File: config.mk
export PLATFORM = sky130hd
export DESIGN_NAME = rls_update_seq
export DESIGN_NICKNAME = d
export VERILOG_FILES = /design/src/rtl/rls_pkg.sv /design/src/rtl/rls_update_seq_timer.sv /design/src/rtl/rls_update_seq.sv
export SDC_FILE = /design/constraint.sdc
export NUM_CORES = 1
export LEC_CHECK = 0
export ABC_AREA = 1
export ABC_CLOCK_PERIOD_IN_PS = 1700
export CAP_MARGIN = 10
export CORE_MARGIN = 2
export CORE_UTILIZATION = 36
export DETAILED_ROUTE_END_ITERATION = 6
export GPL_TIMING_DRIVEN = 0
export PLACE_DENSITY_LB_ADDON = 0.1
export SETUP_SLACK_MARGIN = 0.4
export SLEW_MARGIN = 20
export SYNTH_ARGS = -nofsm -noshare
export SYNTH_HDL_FRONTEND = slang
export SYNTH_SLANG_ARGS = --single-unit
File: constraint.sdc
create_clock -name clk -period 1.7 [get_ports clk]
set_input_delay 0.255 -clock clk [delete_from_list [all_inputs] [get_ports clk]]
set_output_delay 0.255 -clock clk [all_outputs]
set_load 0.03 [all_outputs]
File: src/rtl/rls_pkg.sv
// Shared types and helpers for the RLS update sequencer: state encoding,
// registered control-output bundle and its Moore decode.
package rls_pkg;

  localparam int SIZE_DEF     = 16;
  localparam int COMBSIZE_DEF = 4;

  typedef enum logic [2:0] {
    S_IDLE     = 3'd0,
    S_RBC_INIT = 3'd1,
    S_RBC_RUN  = 3'd2,
    S_SV_RUN   = 3'd3,
    S_VA_RUN   = 3'd4,
    S_DONE     = 3'd5
  } rls_state_e;

  typedef struct packed {
    logic in_ready;
    logic rbc_restart;
    logic sv_reset;
    logic va_reset;
    logic atx_load;
    logic batx_load;
    logic kbatx_load;
    logic out_valid;
    logic busy;
  } rls_ctl_t;

  function automatic int stage_wait(input int size, input int combsize);
    return 1 + size / combsize;
  endfunction

  function automatic int clog2(input int v);
    int r;
    r = 0;
    while ((1 << r) < v) r++;
    return (r < 1) ? 1 : r;
  endfunction

  // Control levels as seen while sitting in state s; unreachable codes look idle.
  function automatic rls_ctl_t ctl_decode(input rls_state_e s);
    rls_ctl_t c;
    c      = '0;
    c.busy = 1'b1;
    case (s)
      S_RBC_INIT: begin c.rbc_restart = 1'b1; c.sv_reset = 1'b1; c.va_reset = 1'b1; end
      S_RBC_RUN:  begin c.atx_load = 1'b1; c.sv_reset = 1'b1; c.va_reset = 1'b1; end
      S_SV_RUN:   begin c.batx_load = 1'b1; c.va_reset = 1'b1; end
      S_VA_RUN:   c.kbatx_load = 1'b1;
      S_DONE:     c.out_valid = 1'b1;
      default: begin
        c.in_ready    = 1'b1;
        c.rbc_restart = 1'b1;
        c.sv_reset    = 1'b1;
        c.va_reset    = 1'b1;
        c.busy        = 1'b0;
      end
    endcase
    return c;
  endfunction

endpackage

File: src/rtl/rls_update_seq_timer.sv
// Loadable down-counter with terminal-count flag, shared by the three timed
// stages of the RLS update sequencer.
module rls_stage_timer #(
  parameter int CNT_W    = 3,
  parameter int LOAD_VAL = 4
) (
  input  logic clk,
  input  logic rst_n,
  input  logic clr_i,
  input  logic load_i,
  input  logic dec_i,
  output logic tc_o
);

  logic [CNT_W-1:0] cnt_q, cnt_d;

  always_comb begin
    cnt_d = cnt_q;
    if (clr_i)                      cnt_d = '0;
    else if (load_i)                cnt_d = CNT_W'(LOAD_VAL);
    else if (dec_i && cnt_q != '0)  cnt_d = cnt_q - CNT_W'(1);
  end

  always_ff @(posedge clk or negedge rst_n)
    if (!rst_n) cnt_q <= '0;
    else        cnt_q <= cnt_d;

  assign tc_o = (cnt_q == '0);

endmodule

File: src/rtl/rls_update_seq.sv
// Sequencer for the RLS state-update datapath (a'x0 -> b-a'x0 -> k(..) -> x0+k(..)).
// Define RLS_SEQ_BACKTOBACK_EN to let a new sample be accepted in the result-retire cycle.
module rls_update_seq
  import rls_pkg::*;
#(
  parameter int SIZE       = SIZE_DEF,
  parameter int COMBSIZE   = COMBSIZE_DEF,
  parameter int STAGE_WAIT = stage_wait(SIZE, COMBSIZE),
  parameter int ITER_W     = 16
) (
  input  logic              clk,
  input  logic              rst_n,
  input  logic              in_valid_i,
  output logic              in_ready_o,
  output logic              sample_load_o,
  input  logic              abort_i,
  output logic              rbc_restart_o,
  output logic              sv_reset_o,
  output logic              va_reset_o,
  output logic              atx_load_o,
  output logic              batx_load_o,
  output logic              kbatx_load_o,
  output logic              out_valid_o,
  input  logic              out_ready_i,
  output logic              busy_o,
  output logic [ITER_W-1:0] iter_count_o
);

  localparam int CNT_W = clog2(STAGE_WAIT + 1);

  rls_state_e        state_q, state_d;
  rls_ctl_t          ctl_q;
  logic [ITER_W-1:0] iter_q, iter_d;
  logic              tmr_clr, tmr_load, tmr_dec, tmr_tc;
  logic              in_flight, accept;

  assign in_flight = state_q inside {S_RBC_INIT, S_RBC_RUN, S_SV_RUN, S_VA_RUN};

`ifdef RLS_SEQ_BACKTOBACK_EN
  assign in_ready_o = ctl_q.in_ready | (ctl_q.out_valid & out_ready_i);
`else
  assign in_ready_o = ctl_q.in_ready;
`endif

  // Abort only blocks an accept from IDLE; in DONE it is ignored.
  assign accept        = in_valid_i & in_ready_o & ~(abort_i & (state_q == S_IDLE));
  assign sample_load_o = accept;

  rls_stage_timer #(
    .CNT_W    (CNT_W),
    .LOAD_VAL (STAGE_WAIT - 1)
  ) u_timer (
    .clk    (clk),
    .rst_n  (rst_n),
    .clr_i  (tmr_clr),
    .load_i (tmr_load),
    .dec_i  (tmr_dec),
    .tc_o   (tmr_tc)
  );

  always_comb begin
    state_d  = state_q;
    iter_d   = iter_q;
    tmr_clr  = 1'b0;
    tmr_load = 1'b0;
    tmr_dec  = 1'b0;
    unique case (state_q)
      S_IDLE: begin
        tmr_clr = 1'b1;
        if (accept) state_d = S_RBC_INIT;
      end
      S_RBC_INIT: begin
        tmr_load = 1'b1;
        state_d  = S_RBC_RUN;
      end
      S_RBC_RUN, S_SV_RUN, S_VA_RUN: begin
        if (tmr_tc) begin
          tmr_load = 1'b1;
          state_d  = (state_q == S_RBC_RUN) ? S_SV_RUN :
                     (state_q == S_SV_RUN)  ? S_VA_RUN : S_DONE;
        end else begin
          tmr_dec = 1'b1;
        end
      end
      S_DONE: begin
        tmr_clr = 1'b1;
        if (out_ready_i) begin
          iter_d  = iter_q + ITER_W'(1);
          state_d = accept ? S_RBC_INIT : S_IDLE;
        end
      end
      default: begin
        tmr_clr = 1'b1;
        state_d = S_IDLE;
      end
    endcase
    if (abort_i && in_flight) begin
      state_d  = S_IDLE;
      tmr_clr  = 1'b1;
      tmr_load = 1'b0;
      tmr_dec  = 1'b0;
    end
  end

  always_ff @(posedge clk or negedge rst_n)
    if (!rst_n) begin
      state_q <= S_IDLE;
      ctl_q   <= ctl_decode(S_IDLE);
      iter_q  <= '0;
    end else begin
      state_q <= state_d;
      ctl_q   <= ctl_decode(state_d);
      iter_q  <= iter_d;
    end

  assign rbc_restart_o = ctl_q.rbc_restart;
  assign sv_reset_o    = ctl_q.sv_reset;
  assign va_reset_o    = ctl_q.va_reset;
  assign atx_load_o    = ctl_q.atx_load;
  assign batx_load_o   = ctl_q.batx_load;
  assign kbatx_load_o  = ctl_q.kbatx_load;
  assign out_valid_o   = ctl_q.out_valid;
  assign busy_o        = ctl_q.busy;
  assign iter_count_o  = iter_q;

endmodule
==> impl_metrics.sql, run 1 <==
INSERT INTO impl_metrics (metric_group, metric, value, unit) VALUES
('yosys', 'yosysSeqAreaShare', '47.5', '%'),
('worst_setup_path', 'worstSetupEndpointType', 'output pin', ''),
('layout', 'syn2layout_area_growth', '52.8', '%'),
('yosys', 'synth_edf_count', '0', ''),
('status', 'run_status', 'complete, no violations', ''),
('yosys', 'yosys_most_used_dff', 'sky130_fd_sc_hd__dfrtp_1', ''),
('layout', 'layout-drive-gt1-share', '48.9', '%'),
('layout', 'final_cells', '316', ''),
('clock_network', 'ctsRootBufferMaster', 'sky130_fd_sc_hd__clkbuf_8', ''),
('yosys', 'fraction_of_registers_with_async_set_reset', '100', '%'),
('worst_setup_path', 'reg2reg_depth', '9', ''),
('worst_setup_path', 'worstPathBufferInverterCount', '2', ''),
('timing', 'slew-limit-headroom', '53.9', '%'),
('timing', 'setup_viol_count_final', '0', ''),
('floorplanning', 'design.portCount', '31', ''),
('timing', 'post-route-worst-setup-slack', '0.230', 'ns'),
('worst_setup_path', 'worstSetupStartpoint', 'state_q[1]', ''),
('drt', 'vias', '1496', ''),
('clock_network', 'max-clock-path-buffers', '2', ''),
('global_route', 'largest_net_degree_at_the_start_of_global_routing', '32', ''),
('drt', 'drt-initial-drc-count', '44', ''),
('power', 'p_per_area', '1420', 'nW/um2'),
('worst_setup_path', 'slowest_delay', '0.43', 'ns'),
('drt', 'detail-route-antenna-nets', '0', ''),
('yosys', 'yosys_register_bits', '31', ''),
('global_route', 'grt.total_usage', '15.5', '%'),
('placement', 'placement.io_buffers', '30', ''),
('worst_setup_path', 'reg2reg_to', 'out_valid_o', ''),
('yosys', 'synthesis.instances', '198', ''),
('worst_setup_path', 'timing_worst_setup_path_type', 'flop to output pin', ''),
('power', 'design_power_total', '0.00356', 'W'),
('drt', 'drtPass1Iterations', '4', ''),
('drt', 'detail_route.vias_per_cell', '4.73', ''),
('timing', 'rsz0062_at_grt', 'yes', ''),
('floorplanning', 'core-area', '4380', 'um2'),
('drt', 'totalWireLength', '3.94', 'mm'),
('run', 'cap_viol_max_count', '0', ''),
('global_route', 'grt.overflow.total', '0', ''),
('yosys', 'netlist_area', '1650', 'um2'),
('clock_network', 'cts.htree.levels', '2', ''),
('layout', 'filler_cell_count', '411', ''),
('clock_network', 'clk_pin_slew_worst_paths', '0.07', 'ns'),
('floorplanning', 'design.die.area', '5130', 'um2'),
('placement', 'gp_congestion', '0.795', ''),
('worst_setup_path', 'cp.depth', '5', ''),
('worst_setup_path', 'path_delay_family', 'flip-flops', ''),
('timing', 'tightestPinTransition', '0.692', 'ns'),
('timing', 'final-max-slew-violation-count', '0', ''),
('floorplanning', 'initial_utilization', '37.5', '%'),
('timing', 'fin_tns_setup', '0', 'ns'),
('floorplanning', 'rows', '24', ''),
('power', 'worst_ir_drop_on_vdd', '723', 'uV'),
('global_route', 'antenna_found_initial', '0', ''),
('timing', 'report.final.hold_viol_count', '0', ''),
('power', 'leakage', '1.28', 'nW'),
('placement', 'dp_worst_setup_slack', '-0.195', 'ns'),
('yosys', 'syn_area_per_cell', '8.31', 'um2'),
('placement', 'place.detailed.instances', '280', ''),
('layout', 'final_nets', '271', ''),
('yosys', 'syn_nets', '206', ''),
('worst_setup_path', 'crit_path_cell_trace', 'nor2_4 > nand3_2 > nand2_1 > inv_1 > buf_6', ''),
('clock_network', 'clock_sink_count', '31', ''),
('yosys', 'synth.distinct_cells', '29', ''),
('global_route', 'grt_pass1_vias', '1373', ''),
('worst_setup_path', 'worstPathArrival', '1.21', 'ns'),
('drt', 'avgRoutedWirePerCell', '12.5', 'um'),
('timing', 'min_period_over_period', '86.5', '%'),
('global_route', 'grt_pass1_wl', '6.15', 'mm'),
('floorplanning', 'fp.dieH', '71.6', 'um'),
('placement', 'dpl.hpwl', '2.53', 'mm'),
('floorplanning', 'die_width', '71.6', 'um');
## flip-flops by register name (all words and copies together) (netlist names)
| register | count |
|---|---|
| iter_count_o | 16 |
| state_q | 3 |
| u_timer.cnt_q | 3 |
| atx_load_o | 1 |
| batx_load_o | 1 |
| busy_o | 1 |
| in_ready_o | 1 |
| kbatx_load_o | 1 |
| out_valid_o | 1 |
| rbc_restart_o | 1 |
| sv_reset_o | 1 |
| va_reset_o | 1 |
## worst max-delay path by stage
stage,slack (ns),to
after floorplan,0.41,iter_count_o[12]
after global placement,-0.33,iter_count_o[1]
after global routing,0.17,sample_load_o
after detailed placement,-0.19,sample_load_o
after CTS,0.20,sample_load_o
final,0.23,sample_load_o
## cell families after synthesis
kind of cell,after synthesis,share of synthesized area (%)
AOI/OAI and AO/OA,10,3.57
xor gates and xnor gates,11,5.86
adders and majority gates,3,2.28
buffers and inverters,34,7.99
DFF,31,47.5
and+or+nand+nor,109,32.9
## synthesized netlist by cell type (2+ instances only)
cell	instances	share of area (%)
sky130_fd_sc_hd__nand2_1	54	12
sky130_fd_sc_hd__xnor2_1	2	1.1
sky130_fd_sc_hd__a21oi_1	3	0.91
sky130_fd_sc_hd__nor2_1	20	4.6
sky130_fd_sc_hd__nand4_1	4	1.5
sky130_fd_sc_hd__nand2_2	2	0.76
sky130_fd_sc_hd__xor2_1	9	4.8
sky130_fd_sc_hd__nand3_2	2	1.2
sky130_fd_sc_hd__inv_1	32	7.3
sky130_fd_sc_hd__nor3_1	3	0.91
sky130_fd_sc_hd__dfrtp_1	27	41
sky130_fd_sc_hd__nand2_4	2	1.4
sky130_fd_sc_hd__nor2_4	3	2.1
sky130_fd_sc_hd__o21ai_0	3	0.91
sky130_fd_sc_hd__dfstp_2	4	6.4
sky130_fd_sc_hd__ha_1	3	2.3
sky130_fd_sc_hd__nand3_1	13	4.0
## metrics by stage
stage                     hold WS, ns  util, %  instance area (um2)
after global placement          0.444     46.4                 2040
after global routing           0.0701     57.3                 2510
after floorplan               -0.0406        -                 1670
after detailed placement        0.346     46.3                 2030
final                         0.00117     57.3                 2510
after CTS                      0.0329     51.4                 2250
## power breakdown
| group | total, W | leakage, nW | switching, W | internal, W |
|---|---|---|---|---|
| clock | 0.000590 | 0.0402 | 0.000305 | 0.000284 |
| combinational | 0.00184 | 0.865 | 0.00107 | 0.000765 |
| sequential | 0.00113 | 0.375 | 0.000175 | 0.000958 |
| total | 0.00356 | 1.28 | 0.00155 | 0.00201 |
## final cells by class
| cell class | count | area, um2 | area share, % |
|---|---|---|---|
| flip-flops and latches | 31 | 793 | 31.6 |
| repair buffers | 58 | 487 | 19.4 |
| plain buffers | 1 | 11.3 | 0.448 |
| inverters | 33 | 131 | 5.23 |
| well taps | 52 | 65.1 | 2.59 |
| multi-input cells | 133 | 937 | 37.3 |
| clock buffers | 5 | 68.8 | 2.74 |
| clock inverters | 3 | 20.0 | 0.796 |
## placed cells by master (no fill, tap or decap), types with 3 or more instances in the layout
master                            count
sky130_fd_sc_hd__a21oi_1              3
sky130_fd_sc_hd__buf_12               3
sky130_fd_sc_hd__buf_2               15
sky130_fd_sc_hd__buf_4               18
sky130_fd_sc_hd__buf_6                9
sky130_fd_sc_hd__clkbuf_2             3
sky130_fd_sc_hd__clkbuf_8             5
sky130_fd_sc_hd__clkdlybuf4s15_2      4
sky130_fd_sc_hd__clkdlybuf4s50_1      3
sky130_fd_sc_hd__dfrtp_1             17
sky130_fd_sc_hd__dfrtp_2             10
sky130_fd_sc_hd__dfstp_2              4
sky130_fd_sc_hd__dlygate4sd2_1        3
sky130_fd_sc_hd__inv_1               26
sky130_fd_sc_hd__inv_2                6
sky130_fd_sc_hd__nand2_1             41
sky130_fd_sc_hd__nand2_2             12
sky130_fd_sc_hd__nand2_4              5
sky130_fd_sc_hd__nand3_1             10
sky130_fd_sc_hd__nand3_2              3
sky130_fd_sc_hd__nand3_4              3
sky130_fd_sc_hd__nand4_1              4
sky130_fd_sc_hd__nor2_1              10
sky130_fd_sc_hd__nor2_2               6
sky130_fd_sc_hd__nor2_4               8
sky130_fd_sc_hd__xor2_1               8
## repair_timing
item / 4_1_cts / 5_1_grt
hold buffers: 0 / 0
endpoints found under the setup margin: 47 / 41
gates resized for setup: 106 / 67
pin swaps: 4 / 15
buffers inserted: 10 / 18
## per-layer routing
| layer | track usage [%] | share of wire (%) | wire length, um | up-vias |
|---|---|---|---|---|
| met5 | 0 | 0 | 0 | - |
| li1 | - | - | - | 746 |
| met4 | 5.66 | 1.5 | 59 | 0 |
| met2 | 24.0 | 50 | 1960 | 24 |
| met3 | 4.08 | 4.1 | 161 | 6 |
| met1 | 21.0 | 45 | 1760 | 720 |
Power figures use the tool's default switching activity.
==> run 2: changes to the inputs <==
--- a/config.mk
+++ b/config.mk
@@ -8,6 +8,7 @@
 export ABC_AREA = 1
 export ABC_CLOCK_PERIOD_IN_PS = 1700
 export CAP_MARGIN = 10
+export CORE_ASPECT_RATIO = 1.2
 export CORE_MARGIN = 2
 export CORE_UTILIZATION = 36
 export DETAILED_ROUTE_END_ITERATION = 6
==> run 2 against run 1 <==
Compared with the run above:
- routed wire length down 5.4%
- critical path type unchanged
- register-to-register slack better by 0.03 ns
- largest power group unchanged
- largest cell class unchanged
- critical endpoint unchanged
- global-route usage down 0.74 points
- final cell count down 0.95%
- flip-flop and latch count unchanged
- utilization down 0.39 points
- power up 1.2%
- worst setup slack better by 0.023 ns
- sequential power about the same
- first-iteration DRC count up 45%
- critical path depth unchanged
- highest routed layer unchanged
==> impl_metrics.sql, run 2 (synthesis gave the netlist of run 1 again) <==
INSERT INTO impl_metrics (metric_group, metric, value, unit) VALUES
('status', 'run_status', 'complete, no violations', ''),
('timing', 'rsz0062_at_grt', 'yes', ''),
('clock_network', 'tritoncts_clock_tree', 'built', ''),
('timing', 'report.final.hold_viol_count', '0', ''),
('global_route', 'largest_net_degree_at_the_start_of_global_routing', '32', ''),
('power', 'worst_ir_drop_on_vdd', '798', 'uV'),
('clock_network', 'max-clock-path-buffers', '2', ''),
('timing', 'post-route-worst-setup-slack', '0.253', 'ns'),
('worst_setup_path', 'worstSetupEndpointType', 'output pin', ''),
('drt', 'drtPass1Iterations', '4', ''),
('layout', 'most-common-layout-cells', 'sky130_fd_sc_hd__nand2_1 (46), sky130_fd_sc_hd__inv_1 (29), sky130_fd_sc_hd__dfrtp_1 (16)', ''),
('clock_network', 'cts.htree.levels', '2', ''),
('floorplanning', 'fp.dieH', '78.1', 'um'),
('timing', 'fin_tns_setup', '0', 'ns'),
('clock_network', 'clk_pin_slew_worst_paths', '0.07', 'ns'),
('worst_setup_path', 'reg2reg_to', 'iter_count_o[9]', ''),
('power', 'p_per_area', '1460', 'nW/um2'),
('clock_network', 'clock_sink_count', '31', ''),
('worst_setup_path', 'r2r-start', 'iter_count_o[0]', ''),
('clock_network', 'cts_inserted_buffers', '5', ''),
('layout', 'largest_register_ffs', '16', ''),
('worst_setup_path', 'worstPathArrival', '1.19', 'ns'),
('worst_setup_path', 'worstSetupStartpoint', 'state_q[0]', ''),
('layout', 'syn2layout_area_growth', '49.7', '%'),
('power', 'leakage', '1.24', 'nW'),
('clock_network', 'clkLatencyLatePin', '0.28', 'ns'),
('global_route', 'antenna_found_initial', '0', ''),
('worst_setup_path', 'timing_worst_setup_path_type', 'flop to output pin', ''),
('timing', 'period_needed', '1.45', 'ns'),
('worst_setup_path', 'worst_ep_required_time', '1.44', 'ns'),
('placement', 'dpl.hpwl', '2.44', 'mm'),
('drt', 'drc', '0', ''),
('timing', 'fin_worst_skew', '0.00609', 'ns'),
('placement', 'dp_worst_setup_slack', '-0.186', 'ns'),
('timing', 'setup_viol_count_final', '0', ''),
('floorplanning', 'initial_utilization', '38.0', '%'),
('worst_setup_path', 'reg2reg_depth', '9', ''),
('layout', 'multi_input_logic_area', '895', 'um2'),
('floorplanning', 'design.portCount', '31', ''),
('timing', 'fmaxAchievable', '691', 'MHz'),
('global_route', 'grt_use_met3', '3.72', '%'),
('global_route', 'grt_pass1_wl', '5.84', 'mm'),
('layout', 'antenna_cells', '0', ''),
('layout', 'utilization', '56.9', '%'),
('global_route', 'grt_pass1_vias', '1367', ''),
('global_route', 'grt.total_usage', '14.8', '%'),
('drt', 'drt-initial-drc-count', '64', ''),
('worst_setup_path', 'regToRegSetupSlack', '0.32', 'ns'),
('floorplanning', 'core-area', '4330', 'um2'),
('placement', 'placement.io_buffers', '30', ''),
('layout', 'filler_cell_count', '370', ''),
('drt', 'avgRoutedWirePerCell', '11.9', 'um'),
('timing', 'slew-limit-headroom', '54.6', '%'),
('hold_path', 'worstHoldPathType', 'primary input to asynchronous set/reset pin', ''),
('floorplanning', 'design.die.area', '5130', 'um2'),
('timing', 'tightestPinTransition', '0.681', 'ns'),
('run', 'cap_viol_max_count', '0', ''),
('layout', 'layout-drive-gt1-share', '44.0', '%'),
('worst_setup_path', 'crit_path_start_kind', 'flop', ''),
('layout', 'final_nets', '264', ''),
('global_route', 'grt.overflow.total', '0', ''),
('drt', 'detail-route-antenna-nets', '0', ''),
('floorplanning', 'die_width', '65.7', 'um'),
('worst_setup_path', 'critPathCapture', 'sample_load_o', ''),
('global_route', 'groute.layer.met1.usage', '15.6', '%'),
('global_route', 'grt-busiest-layer', 'met2', ''),
('clock_network', 'ctsRootBufferMaster', 'sky130_fd_sc_hd__clkbuf_8', ''),
('global_route', 'routing_usage_on_met2', '27.1', '%'),
('timing', 'min_period_over_period', '85.1', '%'),
('drt', 'vias', '1434', ''),
('timing', 'final-max-slew-violation-count', '0', ''),
('clock_network', 'hold_fix_buffer_count_after_cts', '0', ''),
('floorplanning', 'rows', '26', ''),
('drt', 'totalWireLength', '3.73', 'mm'),
('placement', 'gp_congestion', '0.812', ''),
('worst_setup_path', 'worstPathMaxFanout', '5', ''),
('layout', 'final_common_cell', 'sky130_fd_sc_hd__nand2_1', ''),
('drt', 'detail_route.vias_per_cell', '4.58', ''),
('layout', 'ff_latch_area', '795', 'um2');
-- run 2: changes by cell type in the layout (fill, tap and decap cells not counted), moves of 3 or more --
cell / change
sky130_fd_sc_hd__buf_4: -3
sky130_fd_sc_hd__buf_2: -5
sky130_fd_sc_hd__nand2_2: -4
sky130_fd_sc_hd__buf_6: -3
sky130_fd_sc_hd__nand2_1: +5
sky130_fd_sc_hd__inv_2: -3
sky130_fd_sc_hd__clkdlybuf4s15_2: +5
sky130_fd_sc_hd__inv_1: +3
-- run 2: per-stage QoR --
step / cell area [um2] / hold WS (ns) / power (W) / instances
6_report: 2460 / 0.0107 / 0.00360 / 313
5_1_grt: 2460 / 0.0724 / 0.00384 / 313
4_1_cts: 2230 / 0.0358 / 0.00323 / 300
3_5_place_dp: 2040 / 0.342 / 0.00245 / 284
3_3_place_gp: 2040 / 0.435 / 0.00245 / 284
2_1_floorplan: 1670 / -0.0406 / 0.00199 / 198
-- run 2: how the worst min path moves through the flow --
stage	to	slack (ns)	depth (start not counted)
after floorplan	atx_load_o	-0.04	0
after global placement	u_timer.cnt_q[0]	0.44	1
after CTS	iter_count_o[7]	0.04	1
after detailed placement	iter_count_o[7]	0.34	1
final	iter_count_o[12]	0.01	1
after global routing	iter_count_o[12]	0.07	1
-- run 2: timing repair --
action | in CTS | in global routing
pin swaps | 2 | 14
setup buffers | 8 | 13
hold endpoints to repair | 0 | 0
gates cloned | 0 | 0
gates resized for setup | 90 | 55
setup endpoints to repair | 51 | 33
-- run 2: area by class of cell --
cell class	instances	share of cell area, %
multi-input cells	133	36.3
well taps	56	2.84
repair buffers	51	18.0
clock buffers	6	3.35
plain buffers	1	0.457
clock inverters	2	1.42
inverters	33	5.33
flip-flops and latches	31	32.2
-- run 2: worst max-delay path, stage by stage (launching register included) --
cell	delay, ns
sky130_fd_sc_hd__dfrtp_2	0.45
sky130_fd_sc_hd__nor2_4	0.14
sky130_fd_sc_hd__nand3_2	0.08
sky130_fd_sc_hd__nand2_1	0.07
sky130_fd_sc_hd__inv_1	0.04
sky130_fd_sc_hd__buf_6	0.13
-- run 2: power by group --
part | switching, W | internal, W | leakage, nW | total, W
combinational | 0.00102 | 0.000709 | 0.801 | 0.00173
sequential | 0.000161 | 0.000958 | 0.375 | 0.00112
clock | 0.000278 | 0.000474 | 0.0612 | 0.000752
-- run 2: metal layers --
layer,vias up,wire length (um)
met5,-,0
met4,0,70
met3,6,137
met2,30,2030
met1,674,1490
li1,724,-
==> run 3: changes to the inputs <==
--- a/config.mk
+++ b/config.mk
@@ -15,7 +15,6 @@
 export GPL_TIMING_DRIVEN = 0
 export PLACE_DENSITY_LB_ADDON = 0.1
 export SETUP_SLACK_MARGIN = 0.4
-export SLEW_MARGIN = 20
 export SYNTH_ARGS = -nofsm -noshare
 export SYNTH_HDL_FRONTEND = slang
 export SYNTH_SLANG_ARGS = --single-unit
==> results of run 3 <==
No change in the layout: final DEF, timing and power equal those of run 2.
